<file path="config.mk">
export PLATFORM = sky130hd
export DESIGN_NAME = control_ranas_n
export DESIGN_NICKNAME = d
export VERILOG_FILES = /design/src/rtl/control_ranas_pkg.sv /design/src/rtl/control_ranas_timer.sv /design/src/rtl/control_ranas_n.sv
export SDC_FILE = /design/constraint.sdc
export NUM_CORES = 1
export LEC_CHECK = 0
export CAP_MARGIN = 10
export CORE_AREA = 10 10 47 49
export CTS_CLUSTER_DIAMETER = 200
export DETAILED_ROUTE_END_ITERATION = 8
export DIE_AREA = 0 0 57 59
export HOLD_SLACK_MARGIN = 0.06
export PLACE_DENSITY = 0.63
export SLEW_MARGIN = 20
export SYNTH_ARGS = -nofsm -noshare
export SYNTH_HDL_FRONTEND = slang
export SYNTH_HIERARCHICAL = 1
export SYNTH_SLANG_ARGS = --single-unit
</file>
<file path="constraint.sdc">
create_clock -name CR_CLOCK_50 -period 1.8 [get_ports CR_CLOCK_50]
set_clock_uncertainty 0.15 [all_clocks]
set_input_delay 0.18 -clock CR_CLOCK_50 [delete_from_list [all_inputs] [get_ports CR_CLOCK_50]]
set_output_delay 0.18 -clock CR_CLOCK_50 [all_outputs]
set_load 0.005 [all_outputs]
</file>
<file path="src/rtl/control_ranas_pkg.sv">
// Shared definitions for the frog-game round controller: state encodings,
// default start code and the Moore output decode helpers.
package control_ranas_pkg;

    localparam logic [2:0] START_CODE_DEFAULT = 3'b111;

    typedef enum logic [3:0] {
        INICIO   = 4'd0,
        INI_RANA = 4'd1,
        JUGANDO  = 4'd2,
        GANO     = 4'd3,
        PERDIO   = 4'd4
    } state_t;

    // Unused encodings fall through to 0 on every pulse, matching INICIO.
    function automatic logic rana_ini_dec(input state_t s);
        return (s == INI_RANA) || (s == GANO) || (s == PERDIO);
    endfunction

    function automatic logic gano_dec(input state_t s);
        return (s == GANO);
    endfunction

    function automatic logic perdio_dec(input state_t s);
        return (s == PERDIO);
    endfunction

endpackage

</file>
<file path="src/rtl/control_ranas_timer.sv">
// Per-frog cycle counter: runs while enabled, restarts on clear, and flags
// the last allowed cycle through expire.
module control_ranas_timer #(
    parameter int TIMEOUT_CICLOS = 50000000
) (
    input  logic CR_CLOCK_50,
    input  logic CR_RESET,
    input  logic clear,
    input  logic enable,
    output logic expire
);

    localparam int CW = (TIMEOUT_CICLOS > 1) ? $clog2(TIMEOUT_CICLOS) : 1;
    localparam logic [CW-1:0] LAST = CW'(TIMEOUT_CICLOS - 1);

    logic [CW-1:0] count;

    assign expire = enable && (count == LAST);

    // NOTE: sequential state uses non-blocking assignments so every register
    // samples pre-edge values; reset is synchronous and checked first.
    always_ff @(posedge CR_CLOCK_50) begin
        if (CR_RESET) begin
            count <= '0;
        end else if (clear) begin
            count <= '0;
        end else if (enable && !expire) begin
            count <= count + CW'(1);
        end
    end

endmodule

</file>
<file path="src/rtl/control_ranas_n.sv">
// Round controller for the frog game: places frogs, counts frogs home and
// lives left. Optional per-frog timeout is enabled by macro CR_TIMEOUT_EN.
module control_ranas_n
    import control_ranas_pkg::*;
#(
    parameter int                          DATAWIDTH_ESTADO = 3,
    parameter logic [DATAWIDTH_ESTADO-1:0] START_CODE       = DATAWIDTH_ESTADO'(START_CODE_DEFAULT),
    parameter int                          NUM_RANAS        = 3,
    parameter int                          NUM_VIDAS        = 1,
    parameter int                          TIMEOUT_CICLOS   = 50000000,
    localparam int                         RW               = $clog2(NUM_RANAS + 1),
    localparam int                         VW               = $clog2(NUM_VIDAS + 1)
) (
    input  logic                        CR_CLOCK_50,
    input  logic                        CR_RESET,
    input  logic [DATAWIDTH_ESTADO-1:0] CR_ESTADO,
    input  logic                        CR_GANO,
    input  logic                        CR_PERDIO,
    output logic                        CR_RANA_INI_OUT,
    output logic                        CR_GANO_JC_OUT,
    output logic                        CR_PERDIO_JC_OUT,
    output logic [RW-1:0]               CR_RANAS_OUT,
    output logic [VW-1:0]               CR_VIDAS_OUT,
    output logic                        CR_TIMEOUT_OUT
);

    localparam logic [RW-1:0] RANAS_META = RW'(NUM_RANAS);
    localparam logic [VW-1:0] VIDAS_INI  = VW'(NUM_VIDAS);

    state_t        state;
    logic [RW-1:0] ranas;
    logic [VW-1:0] vidas;
    logic [RW-1:0] ranas_inc;
    logic [VW-1:0] vidas_dec;
    logic          timeout;
    logic          loss;

`ifdef CR_TIMEOUT_EN
    logic expire;

    control_ranas_timer #(
        .TIMEOUT_CICLOS (TIMEOUT_CICLOS)
    ) u_timer (
        .CR_CLOCK_50 (CR_CLOCK_50),
        .CR_RESET    (CR_RESET),
        .clear       (state == INI_RANA),
        .enable      (state == JUGANDO),
        .expire      (expire)
    );

    // A frog reaching home on its last cycle is a win, not a timeout.
    assign timeout = expire && !CR_GANO;
`else
    assign timeout = 1'b0;
`endif

    assign ranas_inc = ranas + RW'(1);
    assign vidas_dec = vidas - VW'(1);
    assign loss      = CR_PERDIO || timeout;

    always_ff @(posedge CR_CLOCK_50) begin
        if (CR_RESET) begin
            state <= INICIO;
            ranas <= '0;
            vidas <= VIDAS_INI;
        end else begin
            case (state)
                INICIO: begin
                    if (CR_ESTADO == START_CODE) begin
                        state <= INI_RANA;
                        ranas <= '0;
                        vidas <= VIDAS_INI;
                    end
                end
                INI_RANA: state <= JUGANDO;
                JUGANDO: begin
                    if (CR_GANO) begin
                        ranas <= ranas_inc;
                        state <= (ranas_inc == RANAS_META) ? GANO : INI_RANA;
                    end else if (loss) begin
                        vidas <= vidas_dec;
                        state <= (vidas_dec == '0) ? PERDIO : INI_RANA;
                    end
                end
                GANO:    state <= INICIO;
                PERDIO:  state <= INICIO;
                default: state <= INICIO;
            endcase
        end
    end

    // Pulses come from the state register alone; counters stay visible in INICIO.
    assign CR_RANA_INI_OUT  = rana_ini_dec(state);
    assign CR_GANO_JC_OUT   = gano_dec(state);
    assign CR_PERDIO_JC_OUT = perdio_dec(state);
    assign CR_RANAS_OUT     = ranas;
    assign CR_VIDAS_OUT     = vidas;
    assign CR_TIMEOUT_OUT   = timeout;

endmodule

</file>
* Word-level counts from Yosys, hierarchy flattened
Cells that the tools add are included.
** Storage, ports and cells
- Register bits :: 7
- Input bits :: 7
- Output and inout bits :: 7
- Word-level logic and storage cells :: 36
** Cells by class
- Add/subtract/negate cells :: 2
- Equality and inequality tests :: 11
- Multiplexer cells :: 13
- Reduce and logical (&&, ||, !) cells :: 7
** Operators by type and width (count)
- 4-bit 2-to-1 mux :: 3
- 4-bit case mux with 3 select lines :: 1
- 4-bit by 2-bit equality test with 1-bit output (second input constant) :: 2
- 2-bit inequality test (second input constant) :: 4
- 2-bit 2-to-1 mux :: 3
- 4-bit by 1-bit equality test with 1-bit output (second input constant) :: 1
- 4-bit by 3-bit equality test with 1-bit output (second input constant) :: 1
- 4-bit logical NOT :: 1
- 2-bit case mux with 2 select lines :: 1
- 4-bit AND reduction :: 1
- 3-bit equality test (second input constant) :: 1
- 1-bit 2-to-1 mux :: 3
- 3-bit 2-to-1 mux :: 1
- 3-bit inequality test (second input constant) :: 1
- 3-bit AND reduction :: 1
- 2-bit by 1-bit adder with 2-bit output (second input constant) :: 1
- 2-bit equality test (second input constant) :: 1
- 1-bit logical OR :: 2
- 1-bit case mux with 2 select lines :: 1
- 2-bit AND reduction :: 1
- 2-bit nonzero test :: 1
- 1-bit subtractor (second input constant) :: 1

* Depth between registers and ports, before layout
- Word-level depth :: 5
- Depth in mapped cells :: 5
- Depth with buffers taken out :: 5

* Worst setup path after synthesis
OpenSTA, ideal clock, no wires.
- Kind :: register -> register
- Start point :: register ranas[0], in the netlist CR_RANAS_OUT[0]
- End point :: register ranas[1], in the netlist CR_RANAS_OUT[1]
- Library setup time :: 0.059 ns
- Arrival time :: 1.241 ns
- Required time :: 1.591 ns
- Path slack :: 0.350 ns
- Cell stages (with the launch flop) :: 6
- Buffers on the path :: 0
- Period minus slack after synthesis :: 1.450 ns
- Cells stage by stage :: dfxtp_1 -> inv_1 -> ha_1 -> nand2b_1 -> or4_1 -> nand2_1
** On the way
- Cells in the longest elaborated chain, start to end :: 3
** Ends and longest elaborated chain
- from (decl) :: RTL line control_ranas_n.sv:31 : logic [RW-1:0] ranas;
- from (signal assigned) :: RTL line control_ranas_n.sv:78 : ranas <= ranas_inc;
- 2-bit by 1-bit adder with 2-bit output :: RTL line control_ranas_n.sv:57 : assign ranas_inc = ranas + RW'(1);
- 2-bit 2-to-1 mux :: RTL line control_ranas_n.sv:77 : if (CR_GANO) begin
- 2-bit case mux with 2 select lines :: RTL line control_ranas_n.sv:67 : case (state)
No other way between the ends. The select of a mux whose other input is x is not followed.
A chain may end at the register's enable or synchronous reset.

* Worst setup path in the final report
- Start point :: register state[2]
- End point :: output CR_GANO_JC_OUT
** On the way
- Cells in the longest elaborated chain, start to end :: 1
** Ends and longest elaborated chain
- from (decl) :: RTL line control_ranas_n.sv:30 : state_t state;
- from (signal assigned) :: RTL line control_ranas_n.sv:79 : state <= (ranas_inc == RANAS_META) ? GANO : INI_RANA;
- from (signal assigned) :: RTL line control_ranas_n.sv:82 : state <= (vidas_dec == '0) ? PERDIO : INI_RANA;
- 4-bit by 2-bit equality test with 1-bit output :: RTL line control_ranas_pkg.sv:21 : return (s == GANO);
- to (decl) :: RTL line control_ranas_n.sv:20 : output logic CR_GANO_JC_OUT,
No other way between the ends.

==> flow_metrics.tcl <==
set metrics [dict create \
    status "finished clean" \
    synth_top_cell_by_area "dfxtp_1" \
    reg2reg_to "CR_RANAS_OUT[1]" \
    path_class "reg2out" \
    setup_tns_ns 0 \
    diodes 0 \
    die_width_um 57 \
    numCtsBuffers 3 \
    dr.pass1.iters 4 \
    yosys-top-cells-count "dfxtp_1 (6), nand2b_1 (5), inv_1 (3), nand2_1 (3), nor4_1 (3)" \
    power.internal_w 0.000236 \
    p_comb_frac 0.145 \
    worstRegToRegCells 5 \
    startpoint_type "flop" \
    cts_tree "done" \
    drive_above_1_share 0.203 \
    max_cap_violations 0 \
    drt_iter0_markers 4 \
    ys_ff_latch 6 \
    hpwl_um 725 \
    fin_crit_ns 1.68 \
    clk_pin_slew_worst_paths_ns 0.05 \
    synth_cell_types 28 \
    gp_congestion 0.771 \
    core_um2 1400 \
    clk_latency_ns 0.25 \
    holdWs_ns 0.306 \
    grt_overflow 0 \
    wirelength_um 957 \
    setup_viol 0 \
    fin_ws_ns 0.119 \
    endpoint "CR_GANO_JC_OUT" \
    dominantRegCellSynth "dfxtp_1" \
    power_per_cell_area_nw_per_um2 557 \
    die_area_um2 3360 \
    synth_area_per_cell_um2 8.70 \
    die_h_um 59 \
    leakage_nw 0.239 \
    syn_to_final_growth_pct 44.1 \
    ys_seq_area_frac 0.307 \
    ant_nets 0 \
    worstPathRequired_ns 1.47 \
    switching_share 0.250 \
    ys_warn_count 6 \
    grtUsageTotal 0.0628 \
    synth_area_leaders "dfxtp_1 (31%), nand2b_1 (8.0%), nor4_4 (5.4%)" \
    synth-edff-count 0 \
    drt-wirelength-per-cell_um 12.8 \
    synth.most_common_cell "dfxtp_1" \
    n_fill_cell 156 \
    synth_nets 53 \
    cp-end-kind "output pin" \
    grt_max_degree 11 \
    clockRootBuffer "clkbuf_4" \
    netlist_instances 45 \
    r2r_slack_ns 0.31 \
    max_freq_mhz 595 \
    rsz0062_at_grt "no" \
    num_rows 14 \
    cts.sinks 6 \
    min_path_type "reg2reg" \
    peakVddDrop_v 0.000289 \
    seq_power_share 0.442 \
    place.port_buffers 12 \
    yosys.area.top_type_share 0.307 \
    cts_buffer_depth 2 \
    place_area_um2 527 \
    drc 0 \
    vias 393 \
    crit_arrival_ns 1.35 \
    cts.htree.levels 1 \
    async_flop_share 0 \
    io_pins 14 \
    antenna_found_initial 0 \
    hold_viol 0 \
    start_util 0.279 \
    syn_area_um2 392 \
    fin_area_um2 564 \
    viasPerCell 5.24 \
    dp_slack_ns 0.157 \
    reg2reg_from "CR_RANAS_OUT[0]" \
    grt_pass1_vias 368 \
    final_util 0.403 \
    startpoint "state[2]" \
    p_sw_w 0.0000785 \
    drv_slew 0 \
    min_period_over_period 0.934 \
    grt_pass1_wl_um 1610 \
    final_nets 69 \
    p_clk_frac 0.414 \
    cp_max_fo 5 \
]
## cell families after synthesis
family | after synthesis | share of synthesized area
adders and majority gates | 1 | 0.0319
DFF | 6 | 0.307
and+or+nand+nor | 25 | 0.473
AOI/OAI and AO/OA | 7 | 0.118
other | 1 | 0.00958
buffers and inverters | 5 | 0.0607
## area by class of cell
cell class,count,area (µm²),area share
Multi-Input combinational cell,34,253,0.448
Timing Repair Buffer,13,133,0.235
Sequential cell,6,125,0.222
Clock buffer,3,22.5,0.0399
Tap cell,16,20.0,0.0355
Inverter,3,11.3,0.0200
## worst max-delay path: stages, from the launching register on
cell and delay, ns:
dfxtp_4 0.35, inv_1 0.09, and3_2 0.17, clkdlybuf4s50_1 0.49
## registers in the layout, indices dropped and copies added (netlist names)
signal        cells
CR_RANAS_OUT      2
CR_VIDAS_OUT      1
state             3
## what timing repair did
| action | 4_1_cts | 5_1_grt |
|---|---|---|
| pin swaps | 0 | 1 |
| setup buffers | 0 | 0 |
| endpoints found under the setup margin | 2 | 2 |
| hold buffers | 0 | 0 |
| gates resized for setup | 2 | 4 |
| hold endpoints to repair | 0 | 0 |
## power by group through the flow
stage	Clock, W	Combinational, W	Sequential [W]
after CTS	0.000133	0.0000461	0.000140
after floorplan	0	0.0000217	0.000141
final	0.000130	0.0000455	0.000139
after global routing	0.000143	0.0000504	0.000139
after global placement	0	0.0000464	0.000142
after detailed placement	0	0.0000458	0.000142
## per-layer routing
layer | wire length [µm] | track usage | vias to the layer above
met1 | 444 | 0.0692 | 175
met3 | 75 | 0.0215 | 4
met4 | 34 | 0.0705 | 0
li1 | - | - | 196
met5 | 0 | 0 | -
met2 | 403 | 0.0868 | 18
## placed cells by master (no fill, tap or decap)
cell type	n
nor4_1	3
ha_1	1
nor4_2	1
a211oi_1	1
conb_1	1
nand2b_1	5
or4_1	1
clkdlybuf4s50_1	10
a21oi_1	1
dfxtp_4	1
nor2b_1	2
and4b_1	1
dfxtp_2	1
nand4b_1	1
clkbuf_4	3
or2_4	1
inv_1	3
o21ai_0	2
nand2_1	3
nor4_4	1
nor3b_1	1
nand3b_1	1
buf_4	1
nor3_2	1
a31oi_1	1
and3_1	1
dfxtp_1	4
dlymetal6s2s_1	2
a21o_2	1
o311ai_1	1
nor4b_1	1
and3_2	1
## metrics by stage
step                      power [W]  instances
after floorplan            0.000163         45
after global placement     0.000189         72
after detailed placement   0.000188         72
after CTS                  0.000319         75
after global routing       0.000332         75
final                      0.000315         75
## worst min-delay path by stage
stage	cells after the start	slack, ns	start	endpoint
after floorplan	1	0.1	CR_RESET	CR_RANAS_OUT[0]
after global placement	2	0.34	CR_RANAS_OUT[1]	CR_RANAS_OUT[1]
after detailed placement	2	0.34	CR_RANAS_OUT[1]	CR_RANAS_OUT[1]
after CTS	1	0.31	state[2]	state[1]
after global routing	1	0.31	state[2]	state[1]
final	1	0.31	state[2]	state[1]
(Power assumes the default switching activity.)
